File: config.mk
export PLATFORM = sky130hd
export DESIGN_NAME = ram_arbiter_flat
export DESIGN_NICKNAME = d
export VERILOG_FILES = /design/src/rtl/ram_arbiter_if.sv /design/src/rtl/ram_arbiter.sv /design/src/flat_wrapper.sv
export SDC_FILE = /design/constraint.sdc
export NUM_CORES = 1
export LEC_CHECK = 0
export CORE_MARGIN = 2
export CORE_UTILIZATION = 41
export DETAILED_ROUTE_END_ITERATION = 8
export GPL_TIMING_DRIVEN = 0
export HOLD_SLACK_MARGIN = 0.15
export PLACE_DENSITY = 0.93
export SLEW_MARGIN = 25
export SYNTH_ARGS = -nofsm -noshare
export SYNTH_HDL_FRONTEND = slang
export SYNTH_SLANG_ARGS = --single-unit
File: constraint.sdc
create_clock -name clock -period 2.25 [get_ports clock]
set_input_delay 0.3375 -clock clock [delete_from_list [all_inputs] [get_ports clock]]
set_output_delay 0.3375 -clock clock [all_outputs]
set_load 0.03 [all_outputs]
File: src/rtl/ram_arbiter_if.sv
// ram_arbiter_if: bundles the two requester ports and the shared RAM port
// used by ram_arbiter.
//   req0/req1, we0/we1, addr0/addr1, wdata0/wdata1 : requester commands
//   ack0/ack1  : one-cycle completion pulse per requester
//   rdata      : read result, valid while the matching ack is high
//   busy       : arbiter is mid-transaction
//   ram_address/ram_data/ram_wren : single-port RAM command
//   ram_q      : RAM read data, one cycle after the address
// Modports: slave = arbiter view, master = requesters + RAM view.
interface ram_arbiter_if;
  logic        req0;
  logic        req1;
  logic        we0;
  logic        we1;
  logic [4:0]  addr0;
  logic [4:0]  addr1;
  logic [15:0] wdata0;
  logic [15:0] wdata1;
  logic        ack0;
  logic        ack1;
  logic [15:0] rdata;
  logic        busy;
  logic [4:0]  ram_address;
  logic [15:0] ram_data;
  logic        ram_wren;
  logic [15:0] ram_q;

  modport slave (
    input  req0, req1, we0, we1, addr0, addr1, wdata0, wdata1, ram_q,
    output ack0, ack1, rdata, busy, ram_address, ram_data, ram_wren
  );

  modport master (
    output req0, req1, we0, we1, addr0, addr1, wdata0, wdata1, ram_q,
    input  ack0, ack1, rdata, busy, ram_address, ram_data, ram_wren
  );
endinterface

File: src/rtl/ram_arbiter.sv
// ram_arbiter: shares one single-port RAM between requester 0 (control unit)
// and requester 1 (loader/debug port). Each transaction walks
// IDLE -> ISSUE -> WAIT -> DONE, so an accepted request is acknowledged three
// cycles later and one transaction completes every four cycles.
// Ports:
//   clock : rising-edge clock
//   reset : synchronous, active-high
//   bus   : ram_arbiter_if.slave (requester commands, acks, rdata, busy,
//           RAM address/data/write-enable and RAM read data)
// Build option: define RAM_ARB_ROUND_ROBIN_EN to alternate the winner of
// simultaneous requests; otherwise requester 0 always wins a tie.
module ram_arbiter (
  input  logic           clock,
  input  logic           reset,
  ram_arbiter_if.slave   bus
);

  typedef enum logic [1:0] {
    IDLE  = 2'd0,
    ISSUE = 2'd1,
    WAIT  = 2'd2,
    DONE  = 2'd3
  } state_t;

  state_t      state_q, state_d;
  logic        we_q, we_d;
  logic        id_q, id_d;
  logic [4:0]  addr_q, addr_d;
  logic [15:0] wdata_q, wdata_d;
  logic [15:0] rdata_q, rdata_d;
  logic        win;

`ifdef RAM_ARB_ROUND_ROBIN_EN
  logic        last_q, last_d;

  // On a tie the requester that did not win last time goes next.
  always_comb begin
    if (bus.req0 && bus.req1) begin
      win = ~last_q;
    end else begin
      win = bus.req1;
    end
  end
`else
  // Requester 0 has fixed priority.
  always_comb begin
    win = ~bus.req0;
  end
`endif

  always_ff @(posedge clock) begin
    if (reset) begin
      state_q <= IDLE;
      we_q    <= 1'b0;
      id_q    <= 1'b0;
      addr_q  <= '0;
      wdata_q <= '0;
      rdata_q <= '0;
`ifdef RAM_ARB_ROUND_ROBIN_EN
      last_q  <= 1'b1;
`endif
    end else begin
      state_q <= state_d;
      we_q    <= we_d;
      id_q    <= id_d;
      addr_q  <= addr_d;
      wdata_q <= wdata_d;
      rdata_q <= rdata_d;
`ifdef RAM_ARB_ROUND_ROBIN_EN
      last_q  <= last_d;
`endif
    end
  end

  always_comb begin
    state_d = state_q;
    we_d    = we_q;
    id_d    = id_q;
    addr_d  = addr_q;
    wdata_d = wdata_q;
    rdata_d = rdata_q;
`ifdef RAM_ARB_ROUND_ROBIN_EN
    last_d  = last_q;
`endif
    unique case (state_q)
      IDLE: begin
        if (bus.req0 || bus.req1) begin
          state_d = ISSUE;
          id_d    = win;
          we_d    = win ? bus.we1    : bus.we0;
          addr_d  = win ? bus.addr1  : bus.addr0;
          wdata_d = win ? bus.wdata1 : bus.wdata0;
`ifdef RAM_ARB_ROUND_ROBIN_EN
          last_d  = win;
`endif
        end
      end
      ISSUE: state_d = WAIT;
      WAIT: begin
        state_d = DONE;
        // RAM data for the address issued last cycle is on ram_q now.
        if (!we_q) begin
          rdata_d = bus.ram_q;
        end
      end
      DONE:    state_d = IDLE;
      default: state_d = IDLE;
    endcase
  end

  // The latched command doubles as the RAM address/data, so these hold
  // their last value outside ISSUE; only the write strobe is gated.
  assign bus.ram_address = addr_q;
  assign bus.ram_data    = wdata_q;
  assign bus.ram_wren    = (state_q == ISSUE) && we_q;
  assign bus.ack0        = (state_q == DONE) && !id_q;
  assign bus.ack1        = (state_q == DONE) && id_q;
  assign bus.rdata       = rdata_q;
  assign bus.busy        = (state_q != IDLE);

endmodule

File: src/flat_wrapper.sv
// flat-port wrapper written by rule: the top's interface ports become plain ports
module ram_arbiter_flat 
  (clock, reset, bus_req0, bus_req1, bus_we0, bus_we1, bus_addr0, bus_addr1, bus_wdata0, bus_wdata1, bus_ram_q, bus_ack0, bus_ack1, bus_rdata, bus_busy, bus_ram_address, bus_ram_data, bus_ram_wren);
  ram_arbiter_if bus_i ();
  input  logic clock;
  input  logic reset;
  input wire logic [$bits(bus_i.req0)-1:0] bus_req0;
  input wire logic [$bits(bus_i.req1)-1:0] bus_req1;
  input wire logic [$bits(bus_i.we0)-1:0] bus_we0;
  input wire logic [$bits(bus_i.we1)-1:0] bus_we1;
  input wire logic [$bits(bus_i.addr0)-1:0] bus_addr0;
  input wire logic [$bits(bus_i.addr1)-1:0] bus_addr1;
  input wire logic [$bits(bus_i.wdata0)-1:0] bus_wdata0;
  input wire logic [$bits(bus_i.wdata1)-1:0] bus_wdata1;
  input wire logic [$bits(bus_i.ram_q)-1:0] bus_ram_q;
  output wire logic [$bits(bus_i.ack0)-1:0] bus_ack0;
  output wire logic [$bits(bus_i.ack1)-1:0] bus_ack1;
  output wire logic [$bits(bus_i.rdata)-1:0] bus_rdata;
  output wire logic [$bits(bus_i.busy)-1:0] bus_busy;
  output wire logic [$bits(bus_i.ram_address)-1:0] bus_ram_address;
  output wire logic [$bits(bus_i.ram_data)-1:0] bus_ram_data;
  output wire logic [$bits(bus_i.ram_wren)-1:0] bus_ram_wren;
  assign bus_i.req0 = bus_req0;
  assign bus_i.req1 = bus_req1;
  assign bus_i.we0 = bus_we0;
  assign bus_i.we1 = bus_we1;
  assign bus_i.addr0 = bus_addr0;
  assign bus_i.addr1 = bus_addr1;
  assign bus_i.wdata0 = bus_wdata0;
  assign bus_i.wdata1 = bus_wdata1;
  assign bus_i.ram_q = bus_ram_q;
  assign bus_ack0 = bus_i.ack0;
  assign bus_ack1 = bus_i.ack1;
  assign bus_rdata = bus_i.rdata;
  assign bus_busy = bus_i.busy;
  assign bus_ram_address = bus_i.ram_address;
  assign bus_ram_data = bus_i.ram_data;
  assign bus_ram_wren = bus_i.ram_wren;
  ram_arbiter u_core (.clock(clock), .reset(reset), .bus(bus_i));
endmodule
==> flow_summary.ini <==
[floorplan]
io_pins = 105
die_h_um = 71.8
die_w_um = 71.8
core_area_mm2 = 0.00438
start_util = 0.430
rows = 24
dieArea_mm2 = 0.00516

[clock_network]
clock-sinks = 41
path_clk_slew_ns = 0.07
post_cts_resized = 0
root_buffer = clkbuf_8
clockBufferDepth = 2
ctsHoldBuffers = 0
cts_setup_buffers = 0
numCtsBuffers = 5
htreeDepth = 2
cts_tree = yes
clk_latency_ns = 0.28

[sta]
clock.fmax_mhz = 489
hold_viol_final = 0
grt_setup_unrepaired = no
clock_skew_ns = 0.00772
post-route-min-period_ns = 2.05
setup_viol_count_final = 0
hold_slack_ns = 0.341
maxSlewViolCount = 0
relSlewSlack = 0.526
fin_ws_ns = 0.204
tns_ns = 0
worstMarginPinSlew_ns = 0.711
final_min_period_over_clock_period = 0.909

[global_route]
grt_pass1_vias = 1715
gr-total-overflow = 0
grt_usage = 0.196
grt_first_pass_wirelength_mm = 7.89
antenna_found_initial = 0
grt_max_degree = 12

[logic_synthesis]
synth.cell_area_mm2 = 0.00189
synth_cells = 194
avgSynthCellArea_um2 = 9.72
synth.top_cell.area_share = 0.435
yosysUniqueCellTypes = 21
synth_nets = 263
synth_area_leaders = dfxtp_1 44%, a211oi_2 15%, mux2i_1 12%
yosysSeqAreaShare = 0.435
yosysWarnings = 0
synth_top_area_cell = dfxtp_1
ys_ff_latch = 41

[place]
gp_congestion = 0.689
place_inst = 348
io_buffer_count = 102
hpwl_mm = 3.76
dp_worst_setup_slack_ns = 0.517

[worst_setup_path]
cp_slowest_cell = clkdlybuf4s50_1
max_stage_delay_ns = 0.65
cp_common_cell = inv_1
arrival_ns = 1.71
cp-end-kind = output pin
worstPathCellList = inv_1, ha_1, inv_1, clkdlybuf4s50_1
crit_start = u_core.state_q[0]
path_class = reg2out
crit_fanout = 4
crit_required_ns = 1.91
start_kind = flop
r2r-start = u_core.state_q[0]

[layout]
area_growth_pct = 61.5
nets = 372
diodes = 0
layout_common_cells = 102 x clkdlybuf4s50_1, 41 x dfxtp_1, 32 x nand2_1
final_common_cell = clkdlybuf4s50_1
drive_gt1_frac = 0.136
final-instance-count-excl-fill = 354

[detailed_routing]
remaining_drc_errors = 0
dr.pass1.iters = 4
viasPerCell = 4.81
drtIter0Drc = 42
wl_per_cell_um = 13.5
routed_wl_mm = 4.77
vias = 1701
antenna_left = 0

[power_and_ir_drop]
power_uw = 3360
p_leak_uw = 0.00118
peakVddDrop_mv = 0.584
power.density_mw_per_mm2 = 1100

[worst_hold_path]
hold_path.class = in2reg
hold_path_startpoint = reset

[run_status]
status = complete, no violations

[flow_run]
maxCapViolCount = 0
## per-layer routing
metal	wire, um	GRT usage
met5	0	0
met4	23	0.0440
met3	508	0.0900
met2	2310	0.328
met1	1920	0.228
## final timing paths
path                            depth (start not counted)                   end  slack (ns)
worst max-delay path                                    4              bus_busy        0.20
worst min register to register                          2  u_core.bus.rdata[12]        0.46
worst min-delay path                                    2           u_core.id_q        0.34
worst max register to register                          7  u_core.bus.rdata[13]        0.73
## cells in the mapped netlist
library cell  count
clkbuf_2          2
buf_4             1
and2_1            2
dfxtp_1          41
ha_1              5
a211oi_1          2
or3b_4            1
a21oi_1          17
buf_6             6
o21a_1            1
nor2_1           25
nand2_1          32
inv_1             3
buf_2             2
nand2b_1          1
nor2b_1           2
clkbuf_1          3
mux2i_1          23
clkbuf_4          1
a211oi_2         22
buf_1             2
## area by class of cell
cell class                 count  area, um^2
sequential                    41         821
multi-input combinational    133         932
clock inverter                 1        5.00
inverter                       3        11.3
fill                         363        1340
tap                           52        65.1
timing repair buffer         102        1020
clock buffer                   5        68.8
buffer                        17         121
## stage by stage
stage | util | cell area, um^2
after floorplan | - | 1890
after global placement | 0.678 | 2970
after detailed placement | 0.678 | 2970
after CTS | 0.695 | 3050
after global routing | 0.695 | 3050
final | 0.695 | 3050
## state kept, by name (all words and copies together), names as in the netlist
name and flops:
u_core.bus.ram_data 16, u_core.bus.rdata 16, u_core.bus.ram_address 5, u_core.state_q 2, u_core.id_q 1, u_core.we_q 1
## power breakdown
part	leakage [uW]	switching, uW	internal, uW
sequential	0.000337	120	944
combinational	0.000799	1040	826
clock	0.0000399	225	204
## worst max-delay path: cells and delay by family (launching register included)
family / cells / cell delay [ns]
fa+ha+maj: 1 / 0.22
buf+inv: 3 / 0.80
flops: 1 / 0.39
## logic make-up (layout without fill, tap and decap cells)
kind of cell	Yosys count	after routing	synth area share
AO/OA/AOI/OAI	42	42	0.203
adder cells (fa/ha/maj)	5	5	0.0332
buffers and inverters	20	128	0.0703
flip-flops	41	41	0.435
multiplexers	23	23	0.122
AND/OR/NAND/NOR	63	63	0.136
Power figures use the tool's default switching activity.
==> RTL change 1, RTL diff (same flow settings) <==
Re-encode `state_t` (4 states) as one-hot, 4 bits wide.
--- a/src/rtl/ram_arbiter.sv
+++ b/src/rtl/ram_arbiter.sv
@@ -16,9 +16,9 @@
 );
 
-  typedef enum logic [1:0] {
-    IDLE  = 2'd0,
-    ISSUE = 2'd1,
-    WAIT  = 2'd2,
-    DONE  = 2'd3
+  typedef enum logic [3:0] {
+    IDLE  = 4'b0001,
+    ISSUE = 4'b0010,
+    WAIT  = 4'b0100,
+    DONE  = 4'b1000
   } state_t;
 
Formal check against the unedited RTL: same outputs for any inputs over 10 cycles, from zero or initial values and one cycle with reset high; not proved beyond that.
==> RTL change 1 against the original RTL <==
- sequential cell count grew 2
- via count grew 7.3%
- setup slack lost 0.076 ns
- highest routed layer unchanged
- largest cell class unchanged
- cell area grew 4.0%
- synthesized area grew 4.8%
- wire length grew 5.3%
- count of clock-buffer cells in the layout grew 2
Power is not compared: it rests on default switching activity, and its combinational part moved more than twofold at a synthesized area within 25%.
==> RTL change 1: results (changes against the original RTL) <==
| Metric | Value |
|---|---|
| Status | complete, no violations (unchanged) |
| Drt wl/cell | 13.8 um (was 13.5 um) |
| R2r setup slk | 0.49 ns (was 0.73 ns) |
| Number of global-route vias before repair | 1810 (was 1715) |
| Hpwl dp | 3.81 mm (was 3.76 mm) |
| Hold_ws | 0.472 ns (was 0.341 ns) |
| Setup Skew | 0.00638 ns (was 0.00772 ns) |
| Synthesized Nets | 261 (was 263) |
| Pre-CTS WS | -0.0106 ns (was 0.517 ns) |
| Worst Setup EP | bus_ram_wren (was bus_busy) |
| Largest net degree at the start of global routing | 13 (was 12) |
| Crit path from | u_core.state_q[1]$_SDFFE_PP0P_ (was u_core.state_q[0]$_SDFFE_PP0P_) |
| Crit-path max FO | 5 (was 4) |
| Synth area leaders | dfxtp_1 44%, mux2i_1 19%, nand2b_1 10% (was dfxtp_1 44%, a211oi_2 15%, mux2i_1 12%) |
| Final Instance Count excl. Fillers | 363 (was 354) |
| Hold EP | u_core.bus.rdata[14]$_SDFFE_PP0P_ (was u_core.id_q$_SDFFE_PP0P_) |
| Critical Path Max Stage Delay | 0.47 ns (was 0.65 ns) |
| Post-synthesis mux area share | 0.192 (was 0.122) |
| Synth cell types | 25 (was 21) |
| Met3 Use GR | 0.0754 (was 0.0900) |
| Area share of the largest cell type after synthesis | 0.435 (about the same) |
| Port bufs | 103 (was 102) |
| Adder-cell share of the synthesized area | 0 (was 0.0332) |
| First-pass GRT wire length | 8.32 mm (was 7.89 mm) |
| Compound-Gate Fraction of Synth Area | 0.148 (was 0.203) |
| Worst-Margin Slew | 0.695 ns (was 0.711 ns) |
-- RTL change 1: changes by cell type after synthesis, moves of 4 or more --
cell,before,now
nand2_1,32,0
nand2b_1,1,32
a211oi_2,22,0
nor2_1,25,3
a211oi_1,2,23
mux2i_1,23,38
clkbuf_1,3,11
a21oi_1,17,23
buf_6,6,0
ha_1,5,0
buf_2,2,6
-- RTL change 1: power by group through the flow --
stage	registers, mW	logic (mW)	clock network (mW)
detailed placement	0.888	0.603	0
floorplan	0.993	0.217	0
global placement	0.884	0.594	0
finish	0.872	0.604	0.468
global route	0.881	0.653	0.505
CTS	0.872	0.609	0.486
-- RTL change 1: per-layer routing --
layer  up-vias  wire length [um]
li1        919                 -
met1       822              2120
met2        78              2370
met3         6               475
met4         0                55
met5         -                 0
-- RTL change 1: worst register-to-register path: cells and delay by family (launching register included) --
kind                   cells  cell delay (ns)
DFF                        1             0.45
muxes                      1             0.19
buffers and inverters      1             0.21
and+or+nand+nor            2             0.83
-- RTL change 1: timing repair --
| action | in CTS | in global routing |
|---|---|---|
| setup buffers | 1 | 0 |
| resized for setup | 5 | 2 |
| setup endpoints to repair | 2 | 2 |
| hold buffers | 0 | 0 |
| pin swaps | 1 | 0 |
-- RTL change 1: through the flow --
step	util	instance area, um^2
finish	0.675	3170
floorplan	-	1980
detailed placement	0.655	3080
CTS	0.674	3160
global placement	0.655	3080
global route	0.675	3170
-- RTL change 1: final cells by class --
class                           count  share of cell area
Buffer                             19              0.0304
Sequential cell                    43               0.272
Clock buffer                        7              0.0241
Inverter                            1             0.00118
Tap cell                           54              0.0213
Clock inverter                      1             0.00158
Timing Repair Buffer              104               0.329
Multi-Input combinational cell    134               0.321
==> RTL change 2, RTL diff (config.mk and constraints unchanged) <==
Made on the original files. Add a define of `RAM_ARB_ROUND_ROBIN_EN`.
--- a/src/rtl/ram_arbiter.sv
+++ b/src/rtl/ram_arbiter.sv
@@ -10,4 +10,6 @@
 // Build option: define RAM_ARB_ROUND_ROBIN_EN to alternate the winner of
 // simultaneous requests; otherwise requester 0 always wins a tie.
+`define RAM_ARB_ROUND_ROBIN_EN
+
 module ram_arbiter (
   input  logic           clock,
Behaviour: not the same (Yosys sat finds a counterexample within 10 cycles, from zero or initial values and one cycle with reset high).
==> RTL change 2 against the original RTL <==
- sequential cell count grew 1
- wire length rose by 12%
- utilization up 1.1 points
- cell area is 1.6% higher
- power grew 8.2%
- global-route usage increased by 1.9 points
- via count increased by 12%
- setup slack lost 0.0013 ns
- synthesized area down 0.27%
- synthesized cell count increased by 15%
- sequential share of layout area rose by 0.23 points
- critical endpoint is now bus_ack0
- largest cell class unchanged
- highest routed layer unchanged
==> RTL change 2: results (changes against the original RTL) <==
| Metric | Value |
|---|---|
| Routed Wire Length | 5.32 mm (was 4.77 mm) |
| DR pass1 iterations | 5 (was 4) |
| Number of global-route vias before repair | 1969 (was 1715) |
| Vias | 1910 (was 1701) |
| Met3 WL post-DR | 382 um (was 508 um) |
| Compound-Gate Fraction of Synth Area | 0.269 (was 0.203) |
| Port bufs | 103 (was 102) |
| Setup Skew | 0.00694 ns (was 0.00772 ns) |
| Register area share after synthesis | 0.447 (was 0.435) |
| Sw Ratio | 0.416 (was 0.412) |
| Later-pin clock latency in the skew report | 0.30 ns (was 0.28 ns) |
| Hpwl dp | 3.94 mm (was 3.76 mm) |
| Synth area leaders | dfxtp_1 45%, nand2_1 11%, a21oi_1 8.0% (was dfxtp_1 44%, a211oi_2 15%, mux2i_1 12%) |
| Inst Count DP | 378 (was 348) |
| First-pass GRT wire length | 8.74 mm (was 7.89 mm) |
| Worst-Margin Slew | 0.651 ns (was 0.711 ns) |
| FILL cells | 333 (was 363) |
| Met2 WL | 2.65 mm (was 2.31 mm) |
| Status | complete, no violations (unchanged) |
| Synthesized Nets | 292 (was 263) |
| Final nets | 402 (was 372) |
| Adder-cell share of the synthesized area | 0.0333 (was 0.0332) |
| Mean post-synth cell area | 8.43 um^2 (was 9.72 um^2) |
| Post-Route M1 WL | 2.20 mm (was 1.92 mm) |
| Reg power frac | 0.301 (was 0.317) |
| Power in the clock group | 0.608 mW (was 0.429 mW) |
| Largest net degree at the start of global routing | 15 (was 12) |
| Hold_ws | 0.363 ns (was 0.341 ns) |
| Reg clk slew, reported paths | 0.09 ns (was 0.07 ns) |
| Placed instance area | 2980 um^2 (was 2970 um^2) |
| R2r setup slk | 0.58 ns (was 0.73 ns) |
| Layout cells sized above 1 | 0.120 (was 0.136) |
| Gr usage total | 0.215 (was 0.196) |
| VDD IR max | 0.672 mV (was 0.584 mV) |
| Commonest cells in the netlist | 54 x nand2_1, 42 x dfxtp_1, 30 x a21oi_1 (was 41 x dfxtp_1, 32 x nand2_1, 25 x nor2_1) |
| Static Leakage | 1.18 nW (about the same) |
| Clock network power share | 0.167 (was 0.128) |
RTL change 2: how the worst max path moves through the flow:
stage	slack [ns]	cells past startpoint	end	start
3_5_place_dp	0.40	4	bus_busy	u_core.state_q[0]$_SDFFE_PP0P_
3_3_place_gp	0.40	4	bus_busy	u_core.state_q[0]$_SDFFE_PP0P_
4_1_cts	0.05	4	bus_busy	u_core.state_q[0]$_SDFFE_PP0P_
6_report	0.20	3	bus_ack0	u_core.state_q[0]$_SDFFE_PP0P_
2_1_floorplan	0.86	5	u_core.state_q[1]$_SDFFE_PP0P_	u_core.state_q[0]$_SDFFE_PP0P_
5_1_grt	0.12	4	bus_ram_wren	u_core.state_q[1]$_SDFFE_PP0P_
RTL change 2: metal layers:
metal	up-vias	global-route usage
li1	971	-
met1	865	0.243
met3	8	0.0408
met5	-	0
met2	66	0.398
met4	0	0.0755
RTL change 2: critical path: stages (launching register included):
cell,delay [ns]
dfxtp_1,0.39
ha_1,0.18
nor2b_1,0.14
clkdlybuf4s50_1,0.69
RTL change 2: area by class of cell:
type / count / area, um^2 / share of cell area
timing repair buffer: 103 / 1030 / 0.334
multi-input combinational: 161 / 925 / 0.299
sequential: 42 / 841 / 0.272
buffer: 17 / 104 / 0.0336
clock buffer: 5 / 68.8 / 0.0222
tap: 52 / 65.1 / 0.0210
clock inverter: 3 / 45.0 / 0.0146
inverter: 3 / 11.3 / 0.00364
RTL change 2: logic make-up after synthesis:
| kind of cell | Yosys count |
|---|---|
| simple gates | 87 |
| compound gates | 68 |
| flops | 42 |
| buf+inv | 20 |
| fa+ha+maj | 5 |
| mux | 1 |
